$ cat src/rtl/riscv_test_monitor.sv
// Checkpoint monitor for RISCV_TOP: compares OUTPUT_PORT against a loadable table
// of (instruction count, expected value) pairs and reports pass/fail/timeout.
module riscv_test_monitor #(
    parameter int NUM_TEST     = 32,
    parameter int TIDX_W       = 5,
    parameter int DWIDTH       = 32,
    parameter int CNT_W        = 32,
    parameter int TIMEOUT      = 1000000,
    parameter int STOP_ON_FAIL = 1
) (
    input  logic              CLK,
    input  logic              RST,
    input  logic              START,
    input  logic              CLR,
    input  logic              TBL_WE,
    input  logic [TIDX_W-1:0] TBL_WADDR,
    input  logic [CNT_W-1:0]  TBL_NUM_INST,
    input  logic [DWIDTH-1:0] TBL_ANS,
    input  logic [CNT_W-1:0]  NUM_INST,
    input  logic [DWIDTH-1:0] OUTPUT_PORT,
    input  logic              HALT,
    output logic [2:0]        STATE,
    output logic              DONE,
    output logic [TIDX_W:0]   PASS_CNT,
    output logic [TIDX_W:0]   FAIL_CNT,
    output logic [TIDX_W-1:0] FAIL_IDX,
    output logic [DWIDTH-1:0] FAIL_GOT,
    output logic [CNT_W-1:0]  CYCLE_CNT
);
    localparam int PW = TIDX_W + 1;

    typedef enum logic [2:0] {
        S_IDLE = 3'd0,
        S_RUN  = 3'd1,
        S_PASS = 3'd2,
        S_FAIL = 3'd3,
        S_TOUT = 3'd4
    } state_t;

    state_t state, state_nxt;

    logic [CNT_W-1:0]  tbl_ni  [NUM_TEST];
    logic [DWIDTH-1:0] tbl_ans [NUM_TEST];
    logic [PW-1:0]     ptr, tbl_len;

    logic [CNT_W-1:0]  cur_ni;
    logic [DWIDTH-1:0] cur_ans;
    logic              have_entry, consume, match, fail_now, timeout, halt_ok;
    logic [PW-1:0]     ptr_nxt, fail_cnt_nxt, waddr_p1;
    logic              wr_ok;

    always_comb begin
        cur_ni       = tbl_ni[ptr[TIDX_W-1:0]];
        cur_ans      = tbl_ans[ptr[TIDX_W-1:0]];
        have_entry   = ptr < tbl_len;
        consume      = have_entry && (NUM_INST >= cur_ni);
        match        = have_entry && (NUM_INST == cur_ni) && (OUTPUT_PORT == cur_ans);
        fail_now     = consume && !match;
        ptr_nxt      = ptr + PW'(consume);
        fail_cnt_nxt = (fail_now && FAIL_CNT != '1) ? FAIL_CNT + PW'(1) : FAIL_CNT;
        timeout      = CYCLE_CNT == CNT_W'(TIMEOUT - 1);
        halt_ok      = (fail_cnt_nxt == '0) && (ptr_nxt == tbl_len);
        wr_ok        = (state == S_IDLE) && TBL_WE && ({1'b0, TBL_WADDR} < PW'(NUM_TEST));
        waddr_p1     = {1'b0, TBL_WADDR} + PW'(1);
    end

    always_ff @(posedge CLK or posedge RST) begin
        if (RST) state <= S_IDLE;
        else     state <= state_nxt;
    end

    always_comb begin
        state_nxt = state;
        case (state)
            S_IDLE: if (START) state_nxt = S_RUN;
            S_RUN: begin
                if (fail_now && STOP_ON_FAIL != 0) state_nxt = S_FAIL;
                else if (HALT)                     state_nxt = halt_ok ? S_PASS : S_FAIL;
                else if (timeout)                  state_nxt = S_TOUT;
            end
            S_PASS, S_FAIL, S_TOUT: if (CLR) state_nxt = S_IDLE;
            default: state_nxt = S_IDLE;
        endcase
    end

    // Table storage is deliberately left out of reset so a reset keeps the RAM contents.
    always_ff @(posedge CLK) begin
        if (wr_ok) begin
            tbl_ni[TBL_WADDR]  <= TBL_NUM_INST;
            tbl_ans[TBL_WADDR] <= TBL_ANS;
        end
    end

    always_ff @(posedge CLK or posedge RST) begin
        if (RST) begin
            ptr       <= '0;
            tbl_len   <= '0;
            PASS_CNT  <= '0;
            FAIL_CNT  <= '0;
            FAIL_IDX  <= '0;
            FAIL_GOT  <= '0;
            CYCLE_CNT <= '0;
        end else if (state == S_IDLE) begin
            if (wr_ok && waddr_p1 > tbl_len) tbl_len <= waddr_p1;
            if (START) begin
                ptr       <= '0;
                PASS_CNT  <= '0;
                FAIL_CNT  <= '0;
                FAIL_IDX  <= '0;
                FAIL_GOT  <= '0;
                CYCLE_CNT <= '0;
            end
        end else if (state == S_RUN) begin
            ptr      <= ptr_nxt;
            FAIL_CNT <= fail_cnt_nxt;
            if (match && PASS_CNT != '1) PASS_CNT <= PASS_CNT + PW'(1);
            if (!timeout && CYCLE_CNT != '1) CYCLE_CNT <= CYCLE_CNT + CNT_W'(1);
            // First failure wins; unchecked entries at HALT count as a failure point too.
            if (fail_now && FAIL_CNT == '0) begin
                FAIL_IDX <= ptr[TIDX_W-1:0];
                FAIL_GOT <= OUTPUT_PORT;
            end else if (HALT && fail_cnt_nxt == '0 && ptr_nxt != tbl_len) begin
                FAIL_IDX <= ptr_nxt[TIDX_W-1:0];
                FAIL_GOT <= OUTPUT_PORT;
            end
        end
    end

    assign STATE = state;
    assign DONE  = (state == S_PASS) || (state == S_FAIL) || (state == S_TOUT);

endmodule

$ cat config.mk
export PLATFORM = sky130hd
export DESIGN_NAME = riscv_test_monitor
export DESIGN_NICKNAME = d
export VERILOG_FILES = /design/src/rtl/riscv_test_monitor.sv
export SDC_FILE = /design/constraint.sdc
export NUM_CORES = 2
export LEC_CHECK = 0
export ABC_AREA = 1
export CAP_MARGIN = 20
export CORE_MARGIN = 4
export CORE_UTILIZATION = 55
export CTS_CLUSTER_DIAMETER = 200
export DETAILED_ROUTE_END_ITERATION = 12
export PLACE_DENSITY = 0.74
export SLEW_MARGIN = 30
export SYNTH_ARGS = -nofsm -noshare
export SYNTH_HDL_FRONTEND = slang
export SYNTH_SLANG_ARGS = --single-unit
$ cat constraint.sdc
create_clock -name CLK -period 14.82 [get_ports CLK]
set_input_delay 2.964 -clock CLK [delete_from_list [all_inputs] [get_ports CLK]]
set_output_delay 2.964 -clock CLK [all_outputs]
set_load 0.05 [all_outputs]
; Yosys cells after proc, flatten, opt, wreduce, memory -nomap -nowiden
; Memories as Yosys holds them, arrays and structs flattened.
; Index checks and enable logic that the tools add are counted.
[op_classes]
addsub = 5
multipliers = 0
div = 0
magnitude_cmp = 3
eq_ne = 15
shifts = 0
muxes = 31
bitwise_logic = 0
n_reduce_logical = 31
[op_table]
columns = cell, count
row1 = two-way mux 32 bit, 8
row2 = == test 32 bit, 2
row3 = two-way mux 6 bit, 9
row4 = adder 32 x 1 -> 32 bit (second input constant), 1
row5 = == test 32 x 20 -> 1 bit (second input constant), 1
row6 = greater-or-equal comparator 32 bit, 1
row7 = != test 32 bit (second input constant), 1
row8 = two-way mux 5 bit, 5
row9 = two-way mux 3 bit, 5
row10 = logical AND 1 bit, 13
row11 = adder 6 x 1 -> 6 bit (second input constant), 2
row12 = zero test 6 bit, 2
row13 = != test 6 bit (second input constant), 2
row14 = AND reduction 3 bit, 4
row15 = case mux 3 bit (3 select lines), 1
row16 = adder 5 x 1 -> 6 bit (second input constant), 1
row17 = adder 6 x 1 -> 6 bit, 1
row18 = == test 3 x 2 -> 1 bit (second input constant), 2
row19 = == test 6 bit, 1
row20 = > comparator 6 bit, 1
row21 = less-than comparator 6 bit, 1
row22 = != test 6 bit, 1
row23 = nonzero test 2 bit, 3
row24 = != test 2 bit (second input constant), 2
row25 = 10 further kinds, 15
[word_totals]
reg_bits = 96
latch_bits = 0
ram_bits = 2048
rom_bits = 0
inputBits = 139
out_inout_bits = 85
elab_cells = 95
mem_count = 2
[mem_list]
columns = memory, depth, width, read_ports, rd_ports_with_merged_regs, write_ports, line
row1 = tbl_ans, 32, 32, 1, 0, 1, 43  ; logic [DWIDTH-1:0] tbl_ans [NUM_TEST];
row2 = tbl_ni, 32, 32, 1, 0, 1, 42  ; logic [CNT_W-1:0] tbl_ni [NUM_TEST];

; Longest topological paths before layout
; An unclocked memory read counts as a cell.
[logic_depth]
ltp_word = 15
mapped_depth = 38
depth_no_buf = 30

; Least setup slack after synthesis
; OpenSTA, ideal clock, no wires.
[synth_timing]
kind = input port to flip-flop
start = input TBL_WADDR[2]
end = memory tbl_ans[31][0], enable pin
setup_time_ns = 0.565
arrival_time_ns = 7.667
required_time_ns = 14.255
path_slack_ns = 6.588
cell_stages = 3
n_path_buf = 1
cell_sequence = clkbuf_1 -> nand2_1 -> nor3_1
[synth_lines]
columns = item, line
row1 = "start, declared", 16  ; input logic [TIDX_W-1:0] TBL_WADDR,
row2 = "end, declared", 43
; Straight into the memory's write port.

; Worst setup path after layout
[layout_timing]
start = register ptr[0]
end = register FAIL_GOT[16]
[layout_between]
elab_chain_len = 13
elab_cells_between_ends = 24
classes_between = add/sub (1) / order compare (2) / eq/ne (3) / mux (4) / reduce/logical (12) / memory (2)
[layout_rtl]
columns = item, line
row1 = "start, declared", 44  ; logic [PW-1:0] ptr, tbl_len;
row2 = "start signal, assigned", 114  ; ptr <= ptr_nxt;
row3 = "parallel branches: the longest is 13 deep, another holds memory (32 x 32 bit)", n/a
row4 = "end signal, assigned", 110  ; FAIL_GOT <= '0;
row5 = "end signal, assigned", 121  ; FAIL_GOT <= OUTPUT_PORT;
row6 = "end signal, assigned", 124  ; FAIL_GOT <= OUTPUT_PORT;
row7 = "end, declared", 27  ; output logic [DWIDTH-1:0] FAIL_GOT,
; Several ways; the timed one is not identified. The select of a mux whose other input is x is not followed.
; A chain may end at the register's enable or synchronous reset.

==> out/qor.txt <==
Peak supply drop: 177.8 µV
Vias post-DR: 59680
Yosys warnings: 0
Setup Fix Bufs, Post-CTS: 0
Req. time, crit path: 15.52 ns
CTS tree: yes
Pin count of the biggest net entering global routing: 206
Synthesized cell area: 87100 µm²
CP Data Arrival Time: 10.42 ns
Max Slew Vio Count: 0
Clk_lat worst skew: 0.83 ns
R2R cell count: 30
Global route overflow: 0
Final hold vios: 0
Worst Setup Start Kind: flop
Routability cong.: 0.8477
Mapped Nets: 7305
Fraction of layout cells with a size suffix above 1: 0.06782
RSZ-0062 raised after global routing: false
Syn avg cell area: 12.25 µm²
Largest family of logic cells by synthesized area: simple AND/OR/NAND/NOR gates
Status: complete, no violations
HP Start: FAIL_GOT[28]
CTS max path bufs: 3
Slowest-stage cell, CP: buf_4
IO buf count: 223
Crit path kind: reg2reg
Reg clk slew, reported paths: 0.06 ns
Final wirelength: 245400 µm
Routed vias/inst: 6.327
Total track usage: 0.2926
Setup Skew: 0.02928 ns
Simple-gate share of the synthesized area: 0.1496
Seq/Total Area, Yosys: 0.7336
Final nets: 7387
Global-route wire length before repair: 357300 µm
Total Negative Setup Slacks: 0 ns
Post-synthesis register bit count: 2144
Post-synthesis mux area share: 0
Drt pass-1 iters: 8
Leak pwr: 0.03339 µW
Reg2Reg Setup Slack: 5.10 ns
Filler cells: 11602
Synth Area in Compound Gates: 0.07787
Sink Count: 2144
Core region area: 156800 µm²
Hpwl dp: 124500 µm
Vias in the first global route: 56194
Most frequent cells in the layout: edfxtp_1 (2048), nand2_1 (1299), nand3_1 (898)
Hold Path Class: reg2reg
Cells after synthesis: 7113
Final-report setup violation count: 0
Rel. slew slack: 0.2796
CP endpoint kind: flop
Row Count: 145
Synth Area in Adders: 0.007613
Most Frequent Cell on Critical Path: nand2_1
XOR/XNOR Fraction of Synth Area: 0.001508
Synth unique cells: 44
Die height: 406.0 µm
WL/cell: 26.02 µm
Num CTS Buffers: 203
Starting Density: 0.5557
Most common cell after layout, fill and taps aside: edfxtp_1
Antenna Nets Post-Route: 0
Initial DRC Count: 9207
Highest clock rate: 102.9 MHz
Hold path cells: 2
Hold-fix buffers at CTS: 0
Fin crit period: 9.720 ns
Drc violations: 0
Root buffer selected by CTS: clkbuf_16
H-tree depth: 4
Die X-Extent: 406.0 µm
Worst path max stage delay: 0.86 ns
Max_cap viols: 0
Worst reg2reg path startpoint: ptr[0]
DIE AREA: 164800 µm²
I/O pin cnt: 224
PD cells: 170.0 nW/µm²
Critical path fanouts, max: 200
Final cycle utilization of the critical path: 0.6559
P&R area growth vs syn: 11.71%
R2r endpoint: FAIL_GOT[16]
Final hold slack: 0.4706 ns
Slew of the pin with the lowest slew margin: 1.081 ns
Initial antenna violation count: 27
Hold Crit Endpoint: FAIL_GOT[28]
Post-CTS Resized: 0
[Yosys cell counts, drive strengths merged]
cell | n | area (µm²)
o21ai | 768 | 3844
nor2 | 826 | 3108
nor3b | 6 | 45.04
o211ai | 75 | 563.0
a31oi | 4 | 31.28
nand3 | 900 | 4529
inv | 133 | 499.2
ha | 53 | 663.1
nand2 | 1301 | 4888
o311ai | 1 | 8.760
a21boi | 1 | 7.510
o41ai | 1 | 8.760
xor2 | 14 | 122.6
a21o | 1 | 7.510
o221ai | 89 | 779.5
o31ai | 2 | 15.01
nor3 | 29 | 145.1
nand3b | 13 | 97.59
xnor2 | 1 | 8.760
a32oi | 1 | 8.760
or2 | 2 | 12.51
nand4 | 23 | 143.9
a21oi | 49 | 245.2
a211oi | 1 | 7.510
dfrtp | 96 | 2402
edfxtp | 2048 | 61500
a221oi | 1 | 8.760
nor4 | 10 | 62.56
buf | 211 | 1137
clkbuf | 252 | 945.9
o21a | 2 | 15.01
clkinv | 3 | 11.26
a22o | 1 | 8.760
o21bai | 3 | 22.52
o22ai | 192 | 1201
[routing by layer]
layer  part of all wire  routed length, µm  track usage
met4              0.038               9254       0.1169
met2               0.47             114400       0.4600
met3               0.12              30130      0.06103
met5            0.00040                 99            0
met1               0.37              91530       0.4042
[worst max path at each step]
| stage | from | endpoint | slack [ns] |
|---|---|---|---|
| CTS | ptr[0] | FAIL_GOT[16] | 5.33 |
| global route | ptr[0] | FAIL_GOT[10] | 4.60 |
| finish | ptr[0] | FAIL_GOT[16] | 5.10 |
| global placement | ptr[0] | FAIL_GOT[15] | 5.70 |
| detailed placement | ptr[0] | FAIL_GOT[16] | 5.40 |
| floorplan | TBL_WADDR[2] | tbl_ans[31][0] | 6.59 |
[flip-flops by register name, summed over array words and instances, names as in the netlist]
name and flops:
CYCLE_CNT 32, FAIL_CNT 6, FAIL_GOT 32, FAIL_IDX 5, PASS_CNT 6, STATE 3, ptr 6, tbl_ans 1024
tbl_len 6, tbl_ni 1024
[metrics by stage]
stage | instance area [µm²] | instances | setup slack (ns) | power [µW] | utilization
after floorplan | 87100 | 7113 | 6.588 | 10250 | -
after global placement | 91040 | 9039 | 5.697 | 11480 | 0.5808
after detailed placement | 91230 | 9046 | 5.405 | 11610 | 0.5820
after CTS | 97510 | 9414 | 5.327 | 16510 | 0.6221
after global routing | 97290 | 9426 | 4.603 | 17290 | 0.6207
final | 97310 | 9432 | 5.100 | 16540 | 0.6208
[power breakdown]
part / switching [µW] / total [µW] / internal, µW
Combinational: 3360 / 4690 / 1330
Sequential: 117 / 6880 / 6770
Clock: 2190 / 4970 / 2770
Total: 5670 / 16500 / 10900
[critical path, delay by kind of cell, from the launching register on]
| kind | cells | cell delay (ns) |
|---|---|---|
| and+or+nand+nor | 21 | 4.86 |
| buffers and inverters | 3 | 2.21 |
| AOI/OAI and AO/OA | 5 | 0.90 |
| DFF | 1 | 0.77 |
| adders and majority gates | 1 | 0.41 |
[logic make-up (layout without fill, tap and decap cells)]
family | Yosys count | count (layout)
AND/OR/NAND/NOR | 3110 | 3110
flip-flops | 2144 | 2144
AO/OA/AOI/OAI | 1192 | 1192
buffers and inverters | 599 | 844
adder cells (fa/ha/maj) | 53 | 53
XOR/XNOR | 15 | 15
other | 0 | 16
[final cells by class]
cell class | count | area [µm²] | area share
antenna | 16 | 40.04 | 0.0004115
clock buffer | 261 | 5404 | 0.05553
clock inverter | 107 | 873.3 | 0.008975
inverter | 136 | 543.0 | 0.005580
multi-input combinational | 4370 | 20850 | 0.2142
sequential | 2144 | 63920 | 0.6569
tap | 2058 | 2575 | 0.02646
timing repair buffer | 340 | 3104 | 0.03190
Power figures use the tool's default switching activity.
